`src/rtl/fetch_unit_if.sv`:
```
// Bundles the ROM bus and the instruction handshake between the fetch unit and its neighbours.
interface fetch_unit_if;
  logic [7:0] address;
  logic [7:0] from_memory;
  logic       instr_valid;
  logic       instr_ready;
  logic       br_taken;
  logic [7:0] br_target;
  logic [7:0] opcode;
  logic [7:0] operand;
  logic [7:0] pc_out;
  logic       illegal;
  logic       fetch_fault;

  modport master (
    output address,
    input  from_memory,
    output instr_valid,
    input  instr_ready,
    input  br_taken,
    input  br_target,
    output opcode,
    output operand,
    output pc_out,
    output illegal,
    output fetch_fault
  );

  modport slave (
    input  address,
    output from_memory,
    input  instr_valid,
    output instr_ready,
    output br_taken,
    output br_target,
    input  opcode,
    input  operand,
    input  pc_out,
    input  illegal,
    input  fetch_fault
  );
endinterface

```
`src/rtl/fetch_unit.sv`:
```
// Fetches 1- or 2-byte instructions from a synchronous 128x8 ROM and presents them
// with a valid/ready handshake; branches are applied when an instruction is accepted.
module fetch_unit (
  input logic         clk,
  input logic         reset,
  fetch_unit_if.master bus
);

  typedef enum logic [2:0] {
    OP_REQ,
    OP_WAIT,
    OP_CAP,
    ARG_WAIT,
    ARG_CAP,
    DONE
  } state_t;

  state_t     state;
  logic [7:0] pc;
  logic [7:0] address;
  logic [7:0] opcode;
  logic [7:0] operand;
  logic [7:0] pc_out;
  logic       illegal;
  logic       fetch_fault;
  logic       two_byte;
  logic       legal_one_byte;
  logic [7:0] pc_next;

  assign two_byte       = ((bus.from_memory >= 8'h10) && (bus.from_memory <= 8'h15)) ||
                          ((bus.from_memory >= 8'h30) && (bus.from_memory <= 8'h38));
  assign legal_one_byte = (bus.from_memory >= 8'h20) && (bus.from_memory <= 8'h27);
  assign pc_next        = pc + 8'd1;

  // The ROM needs one edge to latch the address, so every byte costs a request/wait/capture step.
  always_ff @(posedge clk) begin
    if (!reset) begin
      state       <= OP_REQ;
      pc          <= 8'h00;
      address     <= 8'h00;
      opcode      <= 8'h00;
      operand     <= 8'h00;
      pc_out      <= 8'h00;
      illegal     <= 1'b0;
      fetch_fault <= 1'b0;
    end else begin
      case (state)
        OP_REQ: begin
          address     <= pc;
          pc_out      <= pc;
          illegal     <= 1'b0;
          fetch_fault <= 1'b0;
          state       <= OP_WAIT;
        end
        OP_WAIT: begin
          state <= OP_CAP;
        end
        OP_CAP: begin
          opcode      <= bus.from_memory;
          pc          <= pc_next;
          illegal     <= !(two_byte || legal_one_byte);
          fetch_fault <= pc[7];
          if (two_byte) begin
            address <= pc_next;
            state   <= ARG_WAIT;
          end else begin
            operand <= 8'h00;
            state   <= DONE;
          end
        end
        ARG_WAIT: begin
          state <= ARG_CAP;
        end
        ARG_CAP: begin
          operand     <= bus.from_memory;
          pc          <= pc_next;
          fetch_fault <= fetch_fault | pc[7];
          state       <= DONE;
        end
        DONE: begin
          // Branch info is only meaningful on the accepting edge.
          if (bus.instr_ready) begin
            pc    <= bus.br_taken ? bus.br_target : pc;
            state <= OP_REQ;
          end
        end
        default: begin
          state <= OP_REQ;
        end
      endcase
    end
  end

  assign bus.instr_valid = (state == DONE);
  assign bus.address     = address;
  assign bus.opcode      = opcode;
  assign bus.operand     = operand;
  assign bus.pc_out      = pc_out;
  assign bus.illegal     = illegal;
  assign bus.fetch_fault = fetch_fault;

endmodule
```
`src/flat_wrapper.sv`:
```
// flat-port wrapper written by rule: the top's interface ports become plain ports
module fetch_unit_flat 
  (clk, reset, bus_address, bus_from_memory, bus_instr_valid, bus_instr_ready, bus_br_taken, bus_br_target, bus_opcode, bus_operand, bus_pc_out, bus_illegal, bus_fetch_fault);
  fetch_unit_if bus_i ();
  input logic clk;
  input logic reset;
  output wire logic [$bits(bus_i.address)-1:0] bus_address;
  input wire logic [$bits(bus_i.from_memory)-1:0] bus_from_memory;
  output wire logic [$bits(bus_i.instr_valid)-1:0] bus_instr_valid;
  input wire logic [$bits(bus_i.instr_ready)-1:0] bus_instr_ready;
  input wire logic [$bits(bus_i.br_taken)-1:0] bus_br_taken;
  input wire logic [$bits(bus_i.br_target)-1:0] bus_br_target;
  output wire logic [$bits(bus_i.opcode)-1:0] bus_opcode;
  output wire logic [$bits(bus_i.operand)-1:0] bus_operand;
  output wire logic [$bits(bus_i.pc_out)-1:0] bus_pc_out;
  output wire logic [$bits(bus_i.illegal)-1:0] bus_illegal;
  output wire logic [$bits(bus_i.fetch_fault)-1:0] bus_fetch_fault;
  assign bus_address = bus_i.address;
  assign bus_i.from_memory = bus_from_memory;
  assign bus_instr_valid = bus_i.instr_valid;
  assign bus_i.instr_ready = bus_instr_ready;
  assign bus_i.br_taken = bus_br_taken;
  assign bus_i.br_target = bus_br_target;
  assign bus_opcode = bus_i.opcode;
  assign bus_operand = bus_i.operand;
  assign bus_pc_out = bus_i.pc_out;
  assign bus_illegal = bus_i.illegal;
  assign bus_fetch_fault = bus_i.fetch_fault;
  fetch_unit u_core (.clk(clk), .reset(reset), .bus(bus_i));
endmodule
```
`config.mk`:
```
export PLATFORM = sky130hd
export DESIGN_NAME = fetch_unit_flat
export DESIGN_NICKNAME = d
export VERILOG_FILES = /design/src/rtl/fetch_unit_if.sv /design/src/rtl/fetch_unit.sv /design/src/flat_wrapper.sv
export SDC_FILE = /design/constraint.sdc
export NUM_CORES = 1
export LEC_CHECK = 0
export ABC_CLOCK_PERIOD_IN_PS = 2200
export BUFFER_PORTS_ARGS = -buffer_cell sky130_fd_sc_hd__clkbuf_2
export CORE_MARGIN = 3
export CORE_UTILIZATION = 35
export DETAILED_ROUTE_END_ITERATION = 6
export PLACE_DENSITY_LB_ADDON = 0.05
export SLEW_MARGIN = 0
export SYNTH_ARGS = -nofsm -noshare
export SYNTH_HDL_FRONTEND = slang
export SYNTH_SLANG_ARGS = --single-unit
```
`constraint.sdc`:
```
create_clock -name clk -period 2.2 [get_ports clk]
set_input_delay 0.44 -clock clk [delete_from_list [all_inputs] [get_ports clk]]
set_output_delay 0.44 -clock clk [all_outputs]
set_load 0.01 [all_outputs]
```
* Yosys cells after proc, flatten, opt, wreduce, memory -nomap -nowiden *
Index checks and enable logic that the tools add are counted.

storage, ports and cells
  register bits after elaboration = 45
  bits of input ports = 20
  output and inout bits = 35
  logic and storage cells = 52

operators by class
  equality and inequality tests = 9
  mux-type cells = 12
  reduce and logical (&&, ||, !) cells = 15
  $add $sub $neg = 1
  bitwise operators = 1
  order comparisons = 6

operator list
  cell                 number
  $pmux 8 s2           3
  $mux 8               4
  $pmux 3 s6           1
  $ge 8x6->1 const B   2
  $le 8x6->1 const B   2
  $add 8x1->8 const B  1
  $ge 8x5->1 const B   1
  $le 8x5->1 const B   1
  $eq 3x2->1 const B   2
  $eq 3x3->1 const B   2
  $mux 3               2
  $ne 2x1->1 const B   3
  $reduce_bool 2->1    3
  $reduce_and 2->1     2
  $eq 3x1->1 const B   1
  $logic_and 1x1->1    3
  $logic_not 3->1      1
  $pmux 1 s3           1
  $reduce_and 3->1     1
  $reduce_bool 3->1    1
  $logic_or 1x1->1     2
  $ne 2x2->1 const B   1
  $pmux 1 s2           1
  $reduce_or 2->1      1
  2 further kinds      2

* Depth between registers and ports, before layout *
Gate-level depths: netlist of the first run.

  depth in word-level cells = 6
  gate-level depth with buffers = 7
  gate-level depth less buffers = 5

* Worst setup path before layout of the first run *
No wires, ideal clock.

  path kind = input-to-reg
  from = input port bus_from_memory[0]
  to = register u_core.address[7] (netlist: u_core.bus.address[7])
  path buffers = 1
  setup slack = 0.501 ns
  arrival time = 1.585 ns
  stages on the path = 5
  library setup time = 0.115 ns
  required time = 2.085 ns
  path through = o31ai_1 > nand4_2 > a311o_1 > buf_6 > o21a_1

between the ends
  word-level cells in the longest chain between the ends = 5
  elaborated cells on any way between the ends = 9
  classes of those cells = order compare (4); eq/ne (1); reduce/logical (4)

ends and longest elaborated chain
  element                                   line                                source
  from (decl)                               flat_wrapper.sv:8                   input wire logic [$bits(bus_i.from_memory)-1:0] bus_from_memory;
  $ge 8x5->1, or another cell as far along  fetch_unit.sv:30                    assign two_byte = ((bus.from_memory >= 8'h10) && (bus.from_memory <= 8'h15)) ||
  $logic_and 1x1->1 (on tied branches)      fetch_unit.sv:30, fetch_unit.sv:31
  $logic_or 1x1->1 (*)                      fetch_unit.sv:30
  $ne 2x1->1 (no line) (*)                  --
  $reduce_and 2->1 (no line) (*)            --
  to (signal assigned)                      fetch_unit.sv:49                    address <= pc;
  to (signal assigned)                      fetch_unit.sv:64                    address <= pc_next;
  to (decl)                                 fetch_unit.sv:20                    logic [7:0] address;

Every way passes the cells marked *; elsewhere a longest branch is shown, timed or not.
A chain may end at the register's enable or synchronous reset.

* Final worst setup path of the first run *
  from = register u_core.state[1]
  to = output port bus_instr_valid

between the ends
  word-level cells in the longest chain between the ends = 1

ends and longest elaborated chain
  element                 line               source
  from (decl)             fetch_unit.sv:18   state_t state;
  from (signal assigned)  fetch_unit.sv:38   state <= OP_REQ;
  from (signal assigned)  fetch_unit.sv:53   state <= OP_WAIT;
  from (signal assigned)  fetch_unit.sv:56   state <= OP_CAP;
  $eq 3x3->1              fetch_unit.sv:94   assign bus.instr_valid = (state == DONE);
  to (decl)               flat_wrapper.sv:9  output wire logic [$bits(bus_i.instr_valid)-1:0] bus_instr_valid;

Every way passes these cells.

==> flow_metrics.py, run 1 <==
metrics = {
    "run_status": {
        "status": "finished clean",
    },
    "placement": {
        "dpl.hpwl_um": 4081,
        "place_area_um2": 2460,
        "place_congestion": 0.7858,
        "io_buffers": 54,
    },
    "timing": {
        "finalSetupViolations": 0,
        "rsz0062_at_grt": "false",
        "slew_headroom": 0.5625,
        "maxSlewViolCount": 0,
        "finalClockSkew_ns": 0.004648,
        "period_share": 0.8779,
        "min_period_ns": 1.931,
        "clock.fmax_mhz": 517.8,
        "finalHoldViolations": 0,
        "fin_tns_setup_ns": 0,
        "worst-slew-pin-transition_ns": 0.6548,
    },
    "synth": {
        "yosys.area.top_type_share": 0.4258,
        "synth_edf_count": 0,
        "ys.warnings.count": 0,
        "synthArstFlopShare": 0,
        "yosys.area.top_type": "dfxtp_1",
        "synthFlopType": "dfxtp_1",
        "synthCells": 250,
        "synthesis.nets": 271,
        "ys_ff_latch": 45,
        "synthTopCellsByArea": "dfxtp_1 (43%), nand2_1 (9.4%), a21oi_1 (6.4%)",
        "netlist_area_um2": 2116,
        "synth.distinct_cells": 50,
        "synth-seq-area-share": 0.4258,
        "synth.avg_cell_area_um2": 8.463,
    },
    "route": {
        "vias_per_cell": 5.259,
        "drc": 0,
        "initialDrtViolationCount": 60,
        "wl_um": 5532,
        "vias": 1993,
        "wire_per_inst_um": 14.60,
        "drt-pass1-iter-count": 4,
        "ant_nets": 0,
    },
    "critical_path": {
        "critPathRequiredTime_ns": 1.76,
        "cp-startpoint": "u_core.state[1]$_SDFFE_PN0P_",
        "startpoint_type": "flop",
        "crit_path_end_kind": "output pin",
        "critical_path.max_fanout": 15,
        "cp_data_arrival_time_ns": 1.49,
        "reg2reg_from": "u_core.state[1]$_SDFFE_PN0P_",
        "worst-setup-path-type": "flop to output pin",
    },
    "floorplanning": {
        "die_h_um": 83.75,
        "core-area_um2": 5675,
        "initial_utilization": 0.3728,
        "die_w_um": 83.75,
        "rows": 27,
        "die-area_um2": 7014,
        "io_pins": 55,
    },
    "clocking": {
        "worstSkewPairLatency_ns": 0.30,
        "post_cts_buffers": 0,
        "htree_levels": 2,
        "cts_root_buf": "clkbuf_8",
        "cts_tree": "built",
        "cts_buffers": 5,
        "ctsHoldBuffers": 0,
        "cts_resized": 0,
        "ctsLongestPathBuffers": 2,
        "path_clk_slew_ns": 0.09,
        "cts.sinks": 45,
    },
    "layout": {
        "ff_latch_area_um2": 900.9,
        "layout.nets": 327,
        "antenna_cells": 0,
        "syn_to_final_growth_pct": 21.53,
        "fillers": 613,
        "multi_input_area_um2": 1094,
        "final_area_um2": 2571,
        "drive_gt1_frac": 0.2736,
    },
    "worst_hold_path": {
        "min_path_type": "input port to flop",
        "min-delay-start": "bus_br_target[1]",
    },
    "global_route": {
        "overflow": 0,
        "grt_pass1_wl_um": 9528,
        "grt_pass1_vias": 1969,
        "grt_max_degree": 25,
        "grt_antenna_before_repair": 0,
        "grt_util_all_layers": 0.1649,
    },
    "run": {
        "maxCapViolations": 0,
    },
    "pwr": {
        "powerDensity_nw_per_um2": 684.1,
        "ir_worst_vdd_mv": 0.3044,
        "leakagePower_uw": 0.001018,
    },
}
sequential cells by signal, summed over array words and instances (netlist names):
name	cells
u_core.pc	8
u_core.bus.address	8
u_core.bus.pc_out	8
u_core.state	3
u_core.bus.fetch_fault	1
u_core.bus.opcode	8
u_core.bus.illegal	1
u_core.bus.operand	8
synth_stat cells, types with 2 or more instances:
cell type / n
mux2i_1: 6
buf_4: 2
dfxtp_1: 45
inv_1: 4
nand4_1: 2
a22o_1: 7
buf_2: 3
nor2_1: 7
nor3_2: 3
a311oi_1: 3
nand2b_1: 3
a21oi_1: 27
o21ai_0: 17
nor3b_1: 3
buf_6: 4
a211o_2: 2
o31a_1: 2
nor3_1: 5
a21boi_0: 3
nor4_1: 2
and2_1: 5
o21a_1: 5
nand3_1: 4
or4_1: 2
a211oi_1: 2
nand2_1: 53
clkbuf_1: 6
power by group:
part           leakage (uW)  switching (uW)  internal [uW]
clock             0.0000554             296            341
sequential         0.000364            34.0            844
combinational      0.000598             146           98.1
total               0.00102             476           1280
kinds of logic (layout without fill, tap and decap cells):
kind of cell | Yosys count | after routing | share of synthesized area
AO/OA/AOI/OAI | 80 | 80 | 0.2478
XOR/XNOR | 2 | 2 | 0.008281
adder cells (fa/ha/maj) | 1 | 1 | 0.005913
buffers and inverters | 21 | 78 | 0.05735
flip-flops | 45 | 45 | 0.4258
multiplexers | 7 | 7 | 0.03371
AND/OR/NAND/NOR | 94 | 94 | 0.2212
per-stage QoR:
stage / utilization / power, uW / cells / hold slack [ns] / worst slack (ns)
6_report: 0.4530 / 1759 / 379 / 0.3865 / 0.2687
5_1_grt: 0.4530 / 1845 / 379 / 0.3873 / 0.08817
4_1_cts: 0.4530 / 1774 / 379 / 0.3806 / 0.2508
3_5_place_dp: 0.4334 / 1144 / 371 / 0.4486 / 0.2579
3_3_place_gp: 0.4334 / 1144 / 371 / 0.4452 / 0.2443
2_1_floorplan: - / 1057 / 250 / 0.4727 / 0.5006
area by class of cell:
| class | count | area share |
|---|---|---|
| clock buffers | 6 | 0.02822 |
| clock inverters | 2 | 0.01509 |
| inverters | 4 | 0.005839 |
| multi-input cells | 184 | 0.4253 |
| flip-flops and latches | 45 | 0.3504 |
| well taps | 72 | 0.03504 |
| repair buffers | 66 | 0.1401 |
worst max-delay path, stage by stage (launching register included):
cell and delay [ns]:
dfxtp_1 0.41, nand3b_2 0.25, inv_1 0.32, clkbuf_2 0.21
worst paths after layout:
path	end	slack, ns	cells after the start
min	u_core.pc[1]$_SDFFE_PN0P_	0.39	3
max reg2reg	u_core.bus.operand[1]$_SDFFE_PN0P_	0.31	3
max	bus_instr_valid	0.27	3
min reg2reg	u_core.bus.opcode[4]$_SDFFE_PN0P_	0.46	2
placed cells by master, fill, tap and decap left out, types with 5 or more instances in the layout:
master / Yosys / final
clkbuf_2: 1 / 54
nand2_1: 53 / 53
dfxtp_1: 45 / 45
a21oi_1: 27 / 27
o21ai_0: 17 / 17
buf_4: 2 / 12
nor2_1: 7 / 7
a22o_1: 7 / 7
mux2i_1: 6 / 6
o21a_1: 5 / 5
nor3_1: 5 / 5
and2_1: 5 / 5
clkbuf_8: 0 / 5
metal layers:
metal	vias to the layer above	global-route usage	routed length [um]
met5	-	0	0
met4	0	0.05556	72
met3	7	0.04047	274
met2	43	0.2596	2459
met1	930	0.2203	2726
li1	1013	-	-
(Power assumes the default switching activity.)
==> run 2: changes to the inputs <==
ABC_CLOCK_PERIOD_IN_PS = 1900   (was 2200)
CORE_UTILIZATION = 52   (was 35)
clock period = 1.9 ns   (was 2.2 ns; I/O delays follow)
==> run 2 against run 1 <==
Effect of this change:
- total power increased by 8.1%
- routed wire length fell by 9.8%
- cell count decreased by 5.3%
- global-route usage increased by 4.3 points
- via count grew 0.65%
- clock power shrank 6.0%
- die area decreased by 31%
- sequential power up 15%
- worst hold slack worse by 0.049 ns
- core utilization grew 22 points
- combinational power increased by 22%
- critical path type is now flop to flop
- largest power group unchanged
==> flow_metrics.py, run 2 (synthesized netlist as in run 1, its figures left out) <==
metrics = {
    "clocking": {
        "cts_buffers": 5,
        "cts_tree": "built",
        "ctsHoldBuffers": 0,
        "cts_resized": 0,
        "cts.sinks": 45,
        "cts_root_buf": "clkbuf_8",
        "path_clk_slew_ns": 0.09,
        "post_cts_buffers": 0,
        "htree_levels": 2,
        "worstSkewPairLatency_ns": 0.30,
        "ctsLongestPathBuffers": 2,
    },
    "pwr": {
        "ir_worst_vdd_mv": 0.4521,
        "powerDensity_nw_per_um2": 745.6,
        "leakagePower_uw": 0.001029,
    },
    "global_route": {
        "grt_pass1_wl_um": 8411,
        "grt_pass1_vias": 1842,
        "grt_antenna_before_repair": 0,
        "grt_max_degree": 18,
        "grt_util_all_layers": 0.2082,
        "overflow": 0,
    },
    "placement": {
        "place_congestion": 0.8408,
        "dpl.hpwl_um": 3754,
        "io_buffers": 54,
    },
    "timing": {
        "finalHoldViolations": 0,
        "period_share": 0.9118,
        "finalSetupViolations": 0,
        "finalClockSkew_ns": 0.004639,
        "clock.fmax_mhz": 577.3,
        "slew_headroom": 0.6418,
        "rsz0062_at_grt": "false",
        "min_period_ns": 1.732,
        "maxSlewViolCount": 0,
        "worst-slew-pin-transition_ns": 0.5344,
        "fin_tns_setup_ns": 0,
    },
    "run_status": {
        "status": "finished clean",
    },
    "layout": {
        "utilization": 0.6716,
        "syn_to_final_growth_pct": 20.58,
        "final_common_cell": "clkbuf_2",
        "layout_common_cells": "clkbuf_2 (54), nand2_1 (53), dfxtp_1 (44)",
        "fillers": 334,
        "layout.nets": 331,
        "drive_gt1_frac": 0.2894,
        "antenna_cells": 0,
    },
    "run": {
        "maxCapViolations": 0,
    },
    "critical_path": {
        "cp_data_arrival_time_ns": 1.91,
        "critical_path.max_fanout": 13,
        "crit_slowest_cell": "or3b_1",
        "startpoint_type": "flop",
        "slowest_delay_ns": 0.58,
        "crit_path_end_kind": "flop",
        "critPathRequiredTime_ns": 2.07,
        "path_cells": "or3b_1, o31a_1, o21ai_0, mux2i_1",
        "worst-setup-path-type": "flop to flop",
    },
    "route": {
        "wl_um": 4988,
        "initialDrtViolationCount": 166,
        "wire_per_inst_um": 13.89,
        "ant_nets": 0,
        "drc": 0,
        "vias_per_cell": 5.588,
        "vias": 2006,
        "drt-pass1-iter-count": 4,
    },
    "floorplanning": {
        "core-area_um2": 3799,
        "rows": 22,
        "initial_utilization": 0.5570,
        "die_w_um": 69.79,
        "die_h_um": 69.79,
        "die-area_um2": 4870,
        "io_pins": 55,
    },
    "worst_hold_path": {
        "min_path_type": "input port to flop",
    },
}
[run 2: worst paths after layout]
kind | endpoint | depth (start not counted) | slack [ns] | startpoint
setup / recovery | u_core.bus.address[6]$_SDFFE_PN0P_ | 4 | 0.17 | u_core.state[1]$_SDFFE_PN0P_
hold / removal | u_core.pc[0]$_SDFFE_PN0P_ | 3 | 0.34 | bus_br_target[0]
setup reg to reg | u_core.bus.address[6]$_SDFFE_PN0P_ | 4 | 0.17 | u_core.state[1]$_SDFFE_PN0P_
hold reg to reg | u_core.bus.pc_out[6]$_SDFFE_PN0P_ | 2 | 0.46 | u_core.bus.pc_out[6]$_SDFFE_PN0P_
[run 2: stage by stage]
| stage | std cells | area (um2) | power [uW] | setup slack, ns | hold slack (ns) |
|---|---|---|---|---|---|
| after global routing | 359 | 2551 | 1996 | 0.07012 | 0.3270 |
| after CTS | 359 | 2550 | 1918 | 0.1719 | 0.3328 |
| after detailed placement | 351 | 2460 | 1325 | 0.07866 | 0.4474 |
| after floorplan | 250 | 2116 | 1224 | 0.2606 | 0.4727 |
| after global placement | 351 | 2460 | 1321 | 0.09890 | 0.4443 |
| final | 359 | 2551 | 1902 | 0.1677 | 0.3379 |
[run 2: critical path: cells and delay by family, from the launching register on]
kind / cells / cell delay [ns]
AND/OR/NAND/NOR: 1 / 0.58
multiplexers: 1 / 0.09
flip-flops: 1 / 0.40
AO/OA/AOI/OAI: 2 / 0.53
[run 2: layout make-up]
class | count | area [um2] | share of cell area
multi-input cells | 184 | 1094 | 0.4286
clock buffers | 5 | 68.82 | 0.02697
repair buffers | 70 | 390.4 | 0.1530
inverters | 4 | 15.01 | 0.005885
clock inverters | 3 | 21.27 | 0.008337
well taps | 48 | 60.06 | 0.02354
flip-flops and latches | 45 | 902.1 | 0.3536
[run 2: routing by layer]
metal / wire length, um / global-route usage / up-vias
met5: 0 / 0 / -
met4: 41 / 0.04894 / 0
met3: 302 / 0.05942 / 4
met2: 2420 / 0.3610 / 54
met1: 2222 / 0.2533 / 927
li1: - / - / 1021
[run 2: report_power, final]
| part | switching [uW] | internal [uW] | total, uW |
|---|---|---|---|
| clock | 338 | 261 | 599 |
| sequential | 28.2 | 978 | 1010 |
| combinational | 178 | 119 | 297 |
